--- src/rtl/decode_stage_pkg.sv ---
// Shared constants for the MIPS32 decode stage: default widths, field
// positions, opcode/funct encodings and the supported-funct lookup.
package decode_stage_pkg;

  localparam int IWIDTH_DEF   = 32;
  localparam int DWIDTH_DEF   = 32;
  localparam int AWIDTH_DEF   = 5;
  localparam int PC_WIDTH_DEF = 32;

  localparam int OP_HI  = 31;
  localparam int OP_LO  = 26;
  localparam int RS_HI  = 25;
  localparam int RS_LO  = 21;
  localparam int RT_HI  = 20;
  localparam int RT_LO  = 16;
  localparam int RD_HI  = 15;
  localparam int RD_LO  = 11;
  localparam int SH_HI  = 10;
  localparam int SH_LO  = 6;
  localparam int FN_HI  = 5;
  localparam int FN_LO  = 0;
  localparam int IMM_HI = 15;
  localparam int TGT_HI = 25;

  localparam logic [5:0] OP_RTYPE = 6'h00;
  localparam logic [5:0] OP_J     = 6'h02;
  localparam logic [5:0] OP_JAL   = 6'h03;
  localparam logic [5:0] OP_BEQ   = 6'h04;
  localparam logic [5:0] OP_BNE   = 6'h05;
  localparam logic [5:0] OP_ADDI  = 6'h08;
  localparam logic [5:0] OP_ADDIU = 6'h09;
  localparam logic [5:0] OP_SLTI  = 6'h0A;
  localparam logic [5:0] OP_SLTIU = 6'h0B;
  localparam logic [5:0] OP_ANDI  = 6'h0C;
  localparam logic [5:0] OP_ORI   = 6'h0D;
  localparam logic [5:0] OP_XORI  = 6'h0E;
  localparam logic [5:0] OP_LUI   = 6'h0F;
  localparam logic [5:0] OP_LW    = 6'h23;
  localparam logic [5:0] OP_SW    = 6'h2B;

  localparam logic [5:0] FN_SLL  = 6'h00;
  localparam logic [5:0] FN_SRL  = 6'h02;
  localparam logic [5:0] FN_ADD  = 6'h20;
  localparam logic [5:0] FN_ADDU = 6'h21;
  localparam logic [5:0] FN_SUB  = 6'h22;
  localparam logic [5:0] FN_AND  = 6'h24;
  localparam logic [5:0] FN_OR   = 6'h25;
  localparam logic [5:0] FN_XOR  = 6'h26;
  localparam logic [5:0] FN_SLT  = 6'h2A;

  function automatic logic funct_supported(input logic [5:0] fn);
    case (fn)
      FN_SLL, FN_SRL, FN_ADD, FN_ADDU, FN_SUB,
      FN_AND, FN_OR, FN_XOR, FN_SLT: return 1'b1;
      default:                       return 1'b0;
    endcase
  endfunction

endpackage

--- src/rtl/decode_stage_decode_logic.sv ---
// Purely combinational MIPS32 field decode: register addresses, writeback
// target, extended immediate, jump target and illegal-instruction flag.
module decode_logic
  import decode_stage_pkg::*;
#(
  parameter int IWIDTH   = IWIDTH_DEF,
  parameter int DWIDTH   = DWIDTH_DEF,
  parameter int AWIDTH   = AWIDTH_DEF,
  parameter int PC_WIDTH = PC_WIDTH_DEF
) (
  input  logic [IWIDTH-1:0]   instr_i,
  input  logic [PC_WIDTH-1:0] pc_i,
  output logic [5:0]          opcode_o,
  output logic [5:0]          funct_o,
  output logic [4:0]          shamt_o,
  output logic [AWIDTH-1:0]   addr_rs_o,
  output logic [AWIDTH-1:0]   addr_rt_o,
  output logic [AWIDTH-1:0]   wr_addr_o,
  output logic                wr_en_o,
  output logic [DWIDTH-1:0]   imm_o,
  output logic [PC_WIDTH-1:0] jtarget_o,
  output logic                illegal_o
);

  logic [5:0]          op, fn;
  logic [4:0]          rs, rt, rd, sh;
  logic [15:0]         imm16;
  logic [25:0]         tgt;
  logic [DWIDTH-1:0]   imm_sext, imm_zext, imm_lui;
  logic [PC_WIDTH-1:0] pc_plus4, hi_mask;

  assign op    = instr_i[OP_HI:OP_LO];
  assign rs    = instr_i[RS_HI:RS_LO];
  assign rt    = instr_i[RT_HI:RT_LO];
  assign rd    = instr_i[RD_HI:RD_LO];
  assign sh    = instr_i[SH_HI:SH_LO];
  assign fn    = instr_i[FN_HI:FN_LO];
  assign imm16 = instr_i[IMM_HI:0];
  assign tgt   = instr_i[TGT_HI:0];

  assign imm_sext = {{(DWIDTH-16){imm16[15]}}, imm16};
  assign imm_zext = DWIDTH'(imm16);
  assign imm_lui  = DWIDTH'({imm16, 16'h0000});

  // Jump target keeps only the top four bits of pc+4, the rest comes from the word index.
  assign pc_plus4  = pc_i + PC_WIDTH'(4);
  assign hi_mask   = ~PC_WIDTH'(28'hFFF_FFFF);
  assign jtarget_o = (pc_plus4 & hi_mask) | PC_WIDTH'({tgt, 2'b00});
  assign opcode_o  = op;

  always_comb begin
    funct_o   = '0;
    shamt_o   = '0;
    addr_rs_o = '0;
    addr_rt_o = '0;
    wr_addr_o = '0;
    wr_en_o   = 1'b0;
    imm_o     = '0;
    illegal_o = 1'b0;
    case (op)
      OP_RTYPE: begin
        funct_o   = fn;
        shamt_o   = sh;
        addr_rt_o = AWIDTH'(rt);
        if (!funct_supported(fn)) begin
          illegal_o = 1'b1;
        end else begin
          if (fn != FN_SLL && fn != FN_SRL) addr_rs_o = AWIDTH'(rs);
          wr_addr_o = AWIDTH'(rd);
          wr_en_o   = (rd != 5'd0);
        end
      end
      OP_J: ;
      OP_JAL: begin
        wr_addr_o = AWIDTH'(31);
        wr_en_o   = 1'b1;
      end
      OP_BEQ, OP_BNE, OP_SW: begin
        addr_rs_o = AWIDTH'(rs);
        addr_rt_o = AWIDTH'(rt);
        imm_o     = imm_sext;
      end
      OP_ADDI, OP_ADDIU, OP_SLTI, OP_SLTIU, OP_LW: begin
        addr_rs_o = AWIDTH'(rs);
        imm_o     = imm_sext;
        wr_addr_o = AWIDTH'(rt);
        wr_en_o   = (rt != 5'd0);
      end
      OP_ANDI, OP_ORI, OP_XORI: begin
        addr_rs_o = AWIDTH'(rs);
        imm_o     = imm_zext;
        wr_addr_o = AWIDTH'(rt);
        wr_en_o   = (rt != 5'd0);
      end
      OP_LUI: begin
        imm_o     = imm_lui;
        wr_addr_o = AWIDTH'(rt);
        wr_en_o   = (rt != 5'd0);
      end
      default: illegal_o = 1'b1;
    endcase
  end

endmodule

--- src/rtl/decode_stage.sv ---
// Registered decode stage: decodes once at the input, then holds the result
// in an output register backed by a one-entry skid register.
module decode_stage
  import decode_stage_pkg::*;
#(
  parameter int IWIDTH   = IWIDTH_DEF,
  parameter int DWIDTH   = DWIDTH_DEF,
  parameter int AWIDTH   = AWIDTH_DEF,
  parameter int PC_WIDTH = PC_WIDTH_DEF
) (
  input  logic                d_clk,
  input  logic                d_rst,
  input  logic                d_i_valid,
  output logic                d_o_ready,
  input  logic [IWIDTH-1:0]   d_i_instr,
  input  logic [PC_WIDTH-1:0] d_i_pc,
  input  logic                d_i_flush,
  output logic                d_o_valid,
  input  logic                d_i_ready,
  output logic [5:0]          d_o_opcode,
  output logic [5:0]          d_o_funct,
  output logic [4:0]          d_o_shamt,
  output logic [AWIDTH-1:0]   d_o_addr_rs,
  output logic [AWIDTH-1:0]   d_o_addr_rt,
  output logic [AWIDTH-1:0]   d_o_wr_addr,
  output logic                d_o_wr_en,
  output logic [DWIDTH-1:0]   d_o_imm,
  output logic [PC_WIDTH-1:0] d_o_jtarget,
  output logic [PC_WIDTH-1:0] d_o_pc,
  output logic                d_o_illegal,
  output logic [15:0]         d_o_illegal_cnt
);

  localparam int PW = 6 + 6 + 5 + 3*AWIDTH + 1 + DWIDTH + 2*PC_WIDTH + 1;

  logic [5:0]          dec_opcode, dec_funct;
  logic [4:0]          dec_shamt;
  logic [AWIDTH-1:0]   dec_rs, dec_rt, dec_wr_addr;
  logic                dec_wr_en, dec_illegal;
  logic [DWIDTH-1:0]   dec_imm;
  logic [PC_WIDTH-1:0] dec_jtarget;
  logic [PW-1:0]       dec_payload;

  logic [PW-1:0] out_q, out_d, skid_q, skid_d;
  logic          out_valid_q, out_valid_d, skid_valid_q, skid_valid_d;
  logic [15:0]   cnt_q, cnt_d;
  logic          in_fire, out_fire;

  decode_logic #(
    .IWIDTH  (IWIDTH),
    .DWIDTH  (DWIDTH),
    .AWIDTH  (AWIDTH),
    .PC_WIDTH(PC_WIDTH)
  ) u_decode (
    .instr_i  (d_i_instr),
    .pc_i     (d_i_pc),
    .opcode_o (dec_opcode),
    .funct_o  (dec_funct),
    .shamt_o  (dec_shamt),
    .addr_rs_o(dec_rs),
    .addr_rt_o(dec_rt),
    .wr_addr_o(dec_wr_addr),
    .wr_en_o  (dec_wr_en),
    .imm_o    (dec_imm),
    .jtarget_o(dec_jtarget),
    .illegal_o(dec_illegal)
  );

  assign dec_payload = {dec_opcode, dec_funct, dec_shamt, dec_rs, dec_rt, dec_wr_addr,
                        dec_wr_en, dec_imm, dec_jtarget, d_i_pc, dec_illegal};

  assign {d_o_opcode, d_o_funct, d_o_shamt, d_o_addr_rs, d_o_addr_rt, d_o_wr_addr,
          d_o_wr_en, d_o_imm, d_o_jtarget, d_o_pc, d_o_illegal} = out_q;

  assign d_o_valid       = out_valid_q;
  assign d_o_ready       = !skid_valid_q;
  assign d_o_illegal_cnt = cnt_q;

  assign in_fire  = d_i_valid && d_o_ready;
  assign out_fire = out_valid_q && d_i_ready;

  always_comb begin
    out_d        = out_q;
    out_valid_d  = out_valid_q;
    skid_d       = skid_q;
    skid_valid_d = skid_valid_q;
    cnt_d        = cnt_q;
    if (d_i_flush) begin
      out_valid_d  = 1'b0;
      skid_valid_d = 1'b0;
    end else begin
      if (in_fire && dec_illegal && cnt_q != 16'hFFFF) cnt_d = cnt_q + 16'd1;
      // Output register free this cycle: skid has priority over new input to keep order.
      if (out_fire || !out_valid_q) begin
        if (skid_valid_q) begin
          out_d        = skid_q;
          out_valid_d  = 1'b1;
          skid_valid_d = 1'b0;
        end else if (in_fire) begin
          out_d       = dec_payload;
          out_valid_d = 1'b1;
        end else begin
          out_valid_d = 1'b0;
        end
      end else if (in_fire) begin
        skid_d       = dec_payload;
        skid_valid_d = 1'b1;
      end
    end
  end

  always_ff @(posedge d_clk) begin
    if (!d_rst) begin
      out_q        <= '0;
      out_valid_q  <= 1'b0;
      skid_q       <= '0;
      skid_valid_q <= 1'b0;
      cnt_q        <= '0;
    end else begin
      out_q        <= out_d;
      out_valid_q  <= out_valid_d;
      skid_q       <= skid_d;
      skid_valid_q <= skid_valid_d;
      cnt_q        <= cnt_d;
    end
  end

endmodule

--- config.mk ---
export PLATFORM = sky130hd
export DESIGN_NAME = decode_stage
export DESIGN_NICKNAME = d
export VERILOG_FILES = /design/src/rtl/decode_stage_pkg.sv /design/src/rtl/decode_stage_decode_logic.sv /design/src/rtl/decode_stage.sv
export SDC_FILE = /design/constraint.sdc
export NUM_CORES = 1
export LEC_CHECK = 0
export CAP_MARGIN = 10
export CORE_UTILIZATION = 37
export CTS_BUF_LIST = sky130_fd_sc_hd__clkbuf_4 sky130_fd_sc_hd__clkbuf_8 sky130_fd_sc_hd__clkbuf_16
export DETAILED_ROUTE_END_ITERATION = 12
export MAX_ROUTING_LAYER = met4
export SLEW_MARGIN = 20
export SYNTH_ARGS = -nofsm -noshare
export SYNTH_HDL_FRONTEND = slang
export SYNTH_SLANG_ARGS = --single-unit
--- constraint.sdc ---
create_clock -name d_clk -period 2.2 [get_ports d_clk]
set_input_delay 0.55 -clock d_clk [delete_from_list [all_inputs] [get_ports d_clk]]
set_output_delay 0.55 -clock d_clk [all_outputs]
set_load 0.05 [all_outputs]
==> results.yml <==
run_status:
  outcome: "complete, but fails checks"
  violations: "setup timing"
placement:
  pre_cts_ws_ps: -542
  port_buffers: 214
  dp_hpwl_um: 23800
  placed_cells: 1939
  gp_congestion: 0.856
worst_setup_path:
  cp_max_fo: 40
  crit_path_end_kind: "output pin"
  rr_worst_depth: 6
  r2r_setup_slack_ps: 280
  start_kind: "flop"
  worstPathCellList: "buf_16 > inv_1 > buf_4"
  worstPathArrival_ps: 1730
  cpMaxStageDelayCell: "dfxtp_4"
  required_ps: 1650
  max_stage_delay_ps: 410
  r2r_end: "out_q[70]"
  criticalPathCategory: "flop to output pin"
  reg2reg_from: "skid_valid_q"
synthesis:
  synth.top_cell.area_share: 0.461
  yosys_warnings: 0
  synth-edff-count: 0
  synth_area_leaders: "dfxtp_1 46%, nand2_1 7.9%, mux2i_1 5.9%, o211a_1 5.6%, a21boi_0 5.0%"
  synth.avg_cell_area_um2: 8.84
  synthCells: 1347
  synth_area_mm2: 0.0119
  synth_top_flop_cell: "dfxtp_1"
  synth_common_cells: "274 x dfxtp_1, 251 x nand2_1, 92 x clkbuf_1"
  synth_most_common_cell: "dfxtp_1"
  synth-async-reset-ratio: 0
  synth_largest_area_cell: "dfxtp_1"
  synth_seq_cells: 274
  ys_types: 62
  synth-seq-area-share: 0.461
sta:
  worst_slew_pin_slew_ps: 827
  hold_viol: 0
  fin_skew_ps: 10.4
  fin_crit_sh: 1.04
  rsz0062_at_grt: "true"
  finalCriticalPeriod_ps: 2280
  setup_viol: 1
  max_slew_margin: 0.446
  drv_slew: 0
  fin_hold_ws_ps: 308
  final.setup.tns_ps: -78.3
  timing.fmax_mhz: 439
  fin_ws_ps: -78.3
min_path:
  holdPathEnd: "out_q[58]"
  min_from: "d_rst"
  min-delay-path-class: "primary input to flop"
  hold_depth: 2
die:
  die_h_um: 181
  core_mm2: 0.0316
  die_w_um: 181
  rows: 65
  ioPinCount: 217
  die_area_mm2: 0.0329
  initial_utilization: 0.376
clock_tree:
  clock_sinks: 274
  cts.htree.levels: 1
  cts_tree: "yes"
  clock_latency_ps: 560
  cts_setup_buffers: 0
  cts_buffer_depth: 3
  cts_buffers: 31
  path_clk_slew_ps: 60
  clockRootBuffer: "clkbuf_16"
global_route:
  grt_max_degree: 87
  antenna_found_initial: 0
  first_global_vias: 10500
  grt.total_usage: 0.216
  grt_pass1_wl_um: 56500
  overflow: 0
pwr:
  cellPowerDensity_mw_per_mm2: 763
  fin_total_pwr_mw: 12.3
  power_switching_mw: 3.20
  power_frac_seq: 0.424
  power.leakage_nw: 6.87
  switching_share: 0.261
  pwr-share-comb: 0.135
  intPower_mw: 9.06
  clockPowerShare: 0.441
  peakVddDrop_uv: 564
flow_run:
  cap_violations: 0
drt:
  drt-pass1-iter-count: 6
  ant_nets: 0
  routedWlPerCell_um: 17.7
  vias: 10800
  vias_per_cell: 5.39
  finalWirelength_um: 35300
  drt_first_iter_violations: 865
  drcViolationCount: 0
final_layout:
  fill_cells: 3016
  layout.nets: 1641
  area.growth.synth_to_final_pct: 34.9
  final_cell_count_no_fill: 1997
  drive_gt1_frac: 0.138
  antennaDiodeCount: 0
## state kept, by name, summed over array words and instances, names as in the netlist
name,cells
out_q,128
d_o_illegal_cnt,16
d_o_valid,1
skid_q,128
skid_valid_q,1
## repair_timing
item	CTS	global route
cloned	0	1
setup endpoints to repair	116	22
endpoints found under the hold margin	0	0
hold buffers	0	0
resized for setup	116	3
pin swaps	0	1
## layer usage
metal,up-vias,wire (um),GRT usage
li1,5272,-,-
met1,5160,15400,0.260
met2,288,17100,0.368
met3,46,1940,0.0425
met4,0,851,0.0573
met5,-,0,-
## per-stage QoR
| step | utilization | cell area (um^2) |
|---|---|---|
| after CTS | 0.507 | 16000 |
| final | 0.508 | 16100 |
| after floorplan | - | 11900 |
| after global routing | 0.508 | 16100 |
| after global placement | 0.477 | 15100 |
| after detailed placement | 0.477 | 15100 |
## cell families (layout without fill, tap and decap cells)
family	after synthesis	count (layout)	share of synthesized area
simple gates	486	486	0.192
compound gates	367	367	0.230
flops	274	274	0.461
buf+inv	144	391	0.0532
mux	70	70	0.0589
xor+xnor	4	4	0.00294
fa+ha+maj	1	1	0.00105
other cells	1	2	0.000315
## cell usage in the layout, fill, tap and decap left out, types with 16 or more instances in the layout
cell,instances
dfxtp_1,273
nand2_1,251
buf_4,117
dlygate4sd2_1,115
a21boi_0,80
mux2i_1,70
o21ai_0,68
o211a_1,67
clkdlybuf4s50_1,65
nand3_1,56
nor2_1,51
a21oi_1,43
a221oi_1,42
clkbuf_16,32
nand4_1,30
buf_12,26
o211ai_1,24
nor2b_1,16
## how the worst max path moves through the flow
| stage | slack, ps | from | to |
|---|---|---|---|
| after floorplan | 50 | d_o_illegal_cnt[3] | d_o_illegal_cnt[15] |
| after global placement | -540 | d_i_instr[0] | d_o_illegal_cnt[15] |
| after detailed placement | -540 | d_i_instr[3] | d_o_illegal_cnt[15] |
| after CTS | -220 | skid_valid_q | d_o_ready |
| after global routing | -140 | skid_valid_q | d_o_ready |
| final | -80 | skid_valid_q | d_o_ready |
## power by group through the flow
stage | combinational [mW] | clock, mW | sequential [mW]
floorplan | 0.533 | 0 | 5.76
global placement | 1.72 | 0 | 5.31
detailed placement | 1.73 | 0 | 5.31
CTS | 1.67 | 5.53 | 5.20
global route | 1.76 | 5.76 | 5.21
finish | 1.66 | 5.40 | 5.20
## layout make-up
cell class / instances / area (um^2) / area share
Multi-Input combinational cell: 930 / 5810 / 0.362
Timing Repair Buffer: 328 / 3150 / 0.196
Clock inverter: 10 / 134 / 0.00833
Tap cell: 402 / 503 / 0.0313
Sequential cell: 274 / 5490 / 0.342
Inverter: 6 / 22.5 / 0.00140
Clock buffer: 47 / 958 / 0.0597
## worst max-delay path, delay by kind of cell, from the launching register on
kind | cells | cell delay, ps
buffers and inverters | 3 | 720
DFF | 1 | 410
Power figures use the tool's default switching activity.
==> patch, RTL diff (config.mk and constraints unchanged) <==
Reset style: asynchronous (`d_rst`), changed in one clocked block.
--- a/src/rtl/decode_stage.sv
+++ b/src/rtl/decode_stage.sv
@@ -109,7 +109,7 @@
     end
   end
 
-  always_ff @(posedge d_clk) begin
+  always_ff @(posedge d_clk or negedge d_rst) begin
     if (!d_rst) begin
       out_q        <= '0;
       out_valid_q  <= 1'b0;
Check against the original RTL: differs if d_rst is asserted again (counterexample within 4 cycles, from zero or initial values and one cycle with d_rst low); with d_rst held inactive, the same outputs for 4 cycles.
==> patch against the original RTL <==
Worst setup slack better by 0.15 ns. Die area grew 0.68%. Fmax rose by 7.2%. Highest routed layer unchanged. Routed wire length shrank 0.17%. Count of clock-buffer cells in the layout unchanged. Synthesized area rose by 0.68%. Sequential cell count unchanged. Critical endpoint is now d_o_illegal_cnt[11]. First-iteration DRC count is 3.5% higher. Cell area is 0.79% higher.
Power is not compared: it rests on default switching activity, and its combinational part moved more than twofold at a synthesized area within 25%.
==> patch: results (changes against the original RTL) <==
STA classifies the critical path endpoint as a flop. Final standard cell count with taps included and fillers excluded: 1960 (-1.9%). The slowest stage of the critical path is the sky130_fd_sc_hd__or4_4 cell. The clock buffer count from CTS was 30 (-3.2%); the sequential-to-total area share from yosys stat was 57.2% (+11 points). The worst hold path begins at d_i_instr[30].

The flow ran to the end, and the final reports show no timing, DRC or antenna violations. For this run, the leading register cell type out of synthesis is sky130_fd_sc_hd__dfrtp_1. The via count of the first global-routing pass was 10000 (-4.2%). The worst setup slack after placement was -0.583 ns (-0.0417 ns); the count of unique library cells instantiated by Yosys was 50 (-19%). In the post-synthesis netlist, the biggest area contributors are sky130_fd_sc_hd__dfrtp_1 57%, sky130_fd_sc_hd__nand2_1 12%, sky130_fd_sc_hd__mux2i_1 5.4%, sky130_fd_sc_hd__o21ai_0 4.5%, sky130_fd_sc_hd__a21oi_1 3.0%. Biggest cell delay along the critical path: 0.51 ns (+0.10 ns).

The cell area reported after detailed placement was 15300 µm² (+1.5%). The highest fanout seen on the critical path is 8 (-80%), and the transition at the pin with the smallest max-transition slack is 0.755 ns (-0.0726 ns). The number of detailed-routing iterations run before antenna repair was 5 (-1). The logs give 1 (+1) for the count of hold buffers inserted by post-cts repair and 72 (-17%) for the maximum number of pins on one net before global-route repair. The fraction of layout cells with a size suffix above 1 is 13.0% (-0.76 points), and the number of stages on the worst hold path is 4 (+2). The worst register-to-register path begins at d_o_valid. Worst flop-to-flop path endpoint: out_q[85]. The combined global-route utilization of all metal layers is 22.3% (+0.61 points).

The tools report the hold path endpoint as skid_q[128]. The worst clock skew is 0.00936 ns (-0.00103 ns), and the number of placed cells counting well taps is 1905 (-1.8%). The async set-or-reset flop fraction in the synthesized netlist came out at 100% (+100 points). The average instance area after synthesis works out to 9.36 µm² (+6.0%). The run gives 23900 µm (+0.40%) as the detailed placer's ending HPWL.

The category of cells accounting for the largest share of critical-path delay is simple AND/OR/NAND/NOR gates. The violation count after the first detailed-route iteration is 895 (+3.5%). By count the netlist is led by 382 x sky130_fd_sc_hd__nand2_1, 274 x sky130_fd_sc_hd__dfrtp_1, 107 x sky130_fd_sc_hd__o21ai_0. The per-cell via count in the routed design works out to 5.20 (-3.5%). The tools report the worst path arrival time as 2.55 ns (+0.82 ns). The run gives 470 MHz (+7.2%) as the peak clock frequency supported by timing. For the total wire length after detailed routing, the log shows 35200 µm (-0.17%).

The wire length of the first global-routing pass is 57200 µm (+1.2%).
==> patch: cell types whose count changed in the layout (fill, tap and decap cells not counted), moves of 39 or more <==
cell / change
sky130_fd_sc_hd__dfrtp_1: +273
sky130_fd_sc_hd__dfxtp_1: -273
sky130_fd_sc_hd__a221oi_1: -42
sky130_fd_sc_hd__nand2_1: +130
sky130_fd_sc_hd__o211a_1: -67
sky130_fd_sc_hd__o21ai_0: +39
sky130_fd_sc_hd__a21boi_0: -80
==> patch: metal layers <==
| metal | vias up | share of wire (%) | track usage (%) |
|---|---|---|---|
| li1 | 4832 | - | - |
| met1 | 5047 | 48 | 32.3 |
| met2 | 279 | 46 | 33.4 |
| met3 | 39 | 5.1 | 3.01 |
| met4 | 0 | 1.5 | 4.40 |
| met5 | - | 0 | - |
==> patch: power groups by stage <==
stage	registers [µW]	logic [µW]	clock network (µW)
after floorplan	7800	992	0
after global placement	6480	3920	0
after detailed placement	6500	3970	0
after CTS	6410	3750	5210
after global routing	6510	4000	5430
final	6410	3720	5090
==> patch: cells by family after synthesis <==
family | count (synthesis) | share of synthesized area (%)
muxes | 66 | 5.55
AOI/OAI and AO/OA | 253 | 12.4
other | 1 | 0.0313
xor gates and xnor gates | 19 | 1.39
DFF | 274 | 57.2
and+or+nand+nor | 567 | 20.0
buffers and inverters | 99 | 3.31
adders and majority gates | 1 | 0.104
==> patch: area by class of cell <==
type / count / area, µm²
Multi-Input combinational cell: 908 / 4790
Inverter: 3 / 11.3
Sequential cell: 274 / 6860
Tap cell: 402 / 503
Clock inverter: 7 / 62.6
Timing Repair Buffer: 319 / 3010
Fill cell: 2963 / 15500
Clock buffer: 47 / 958
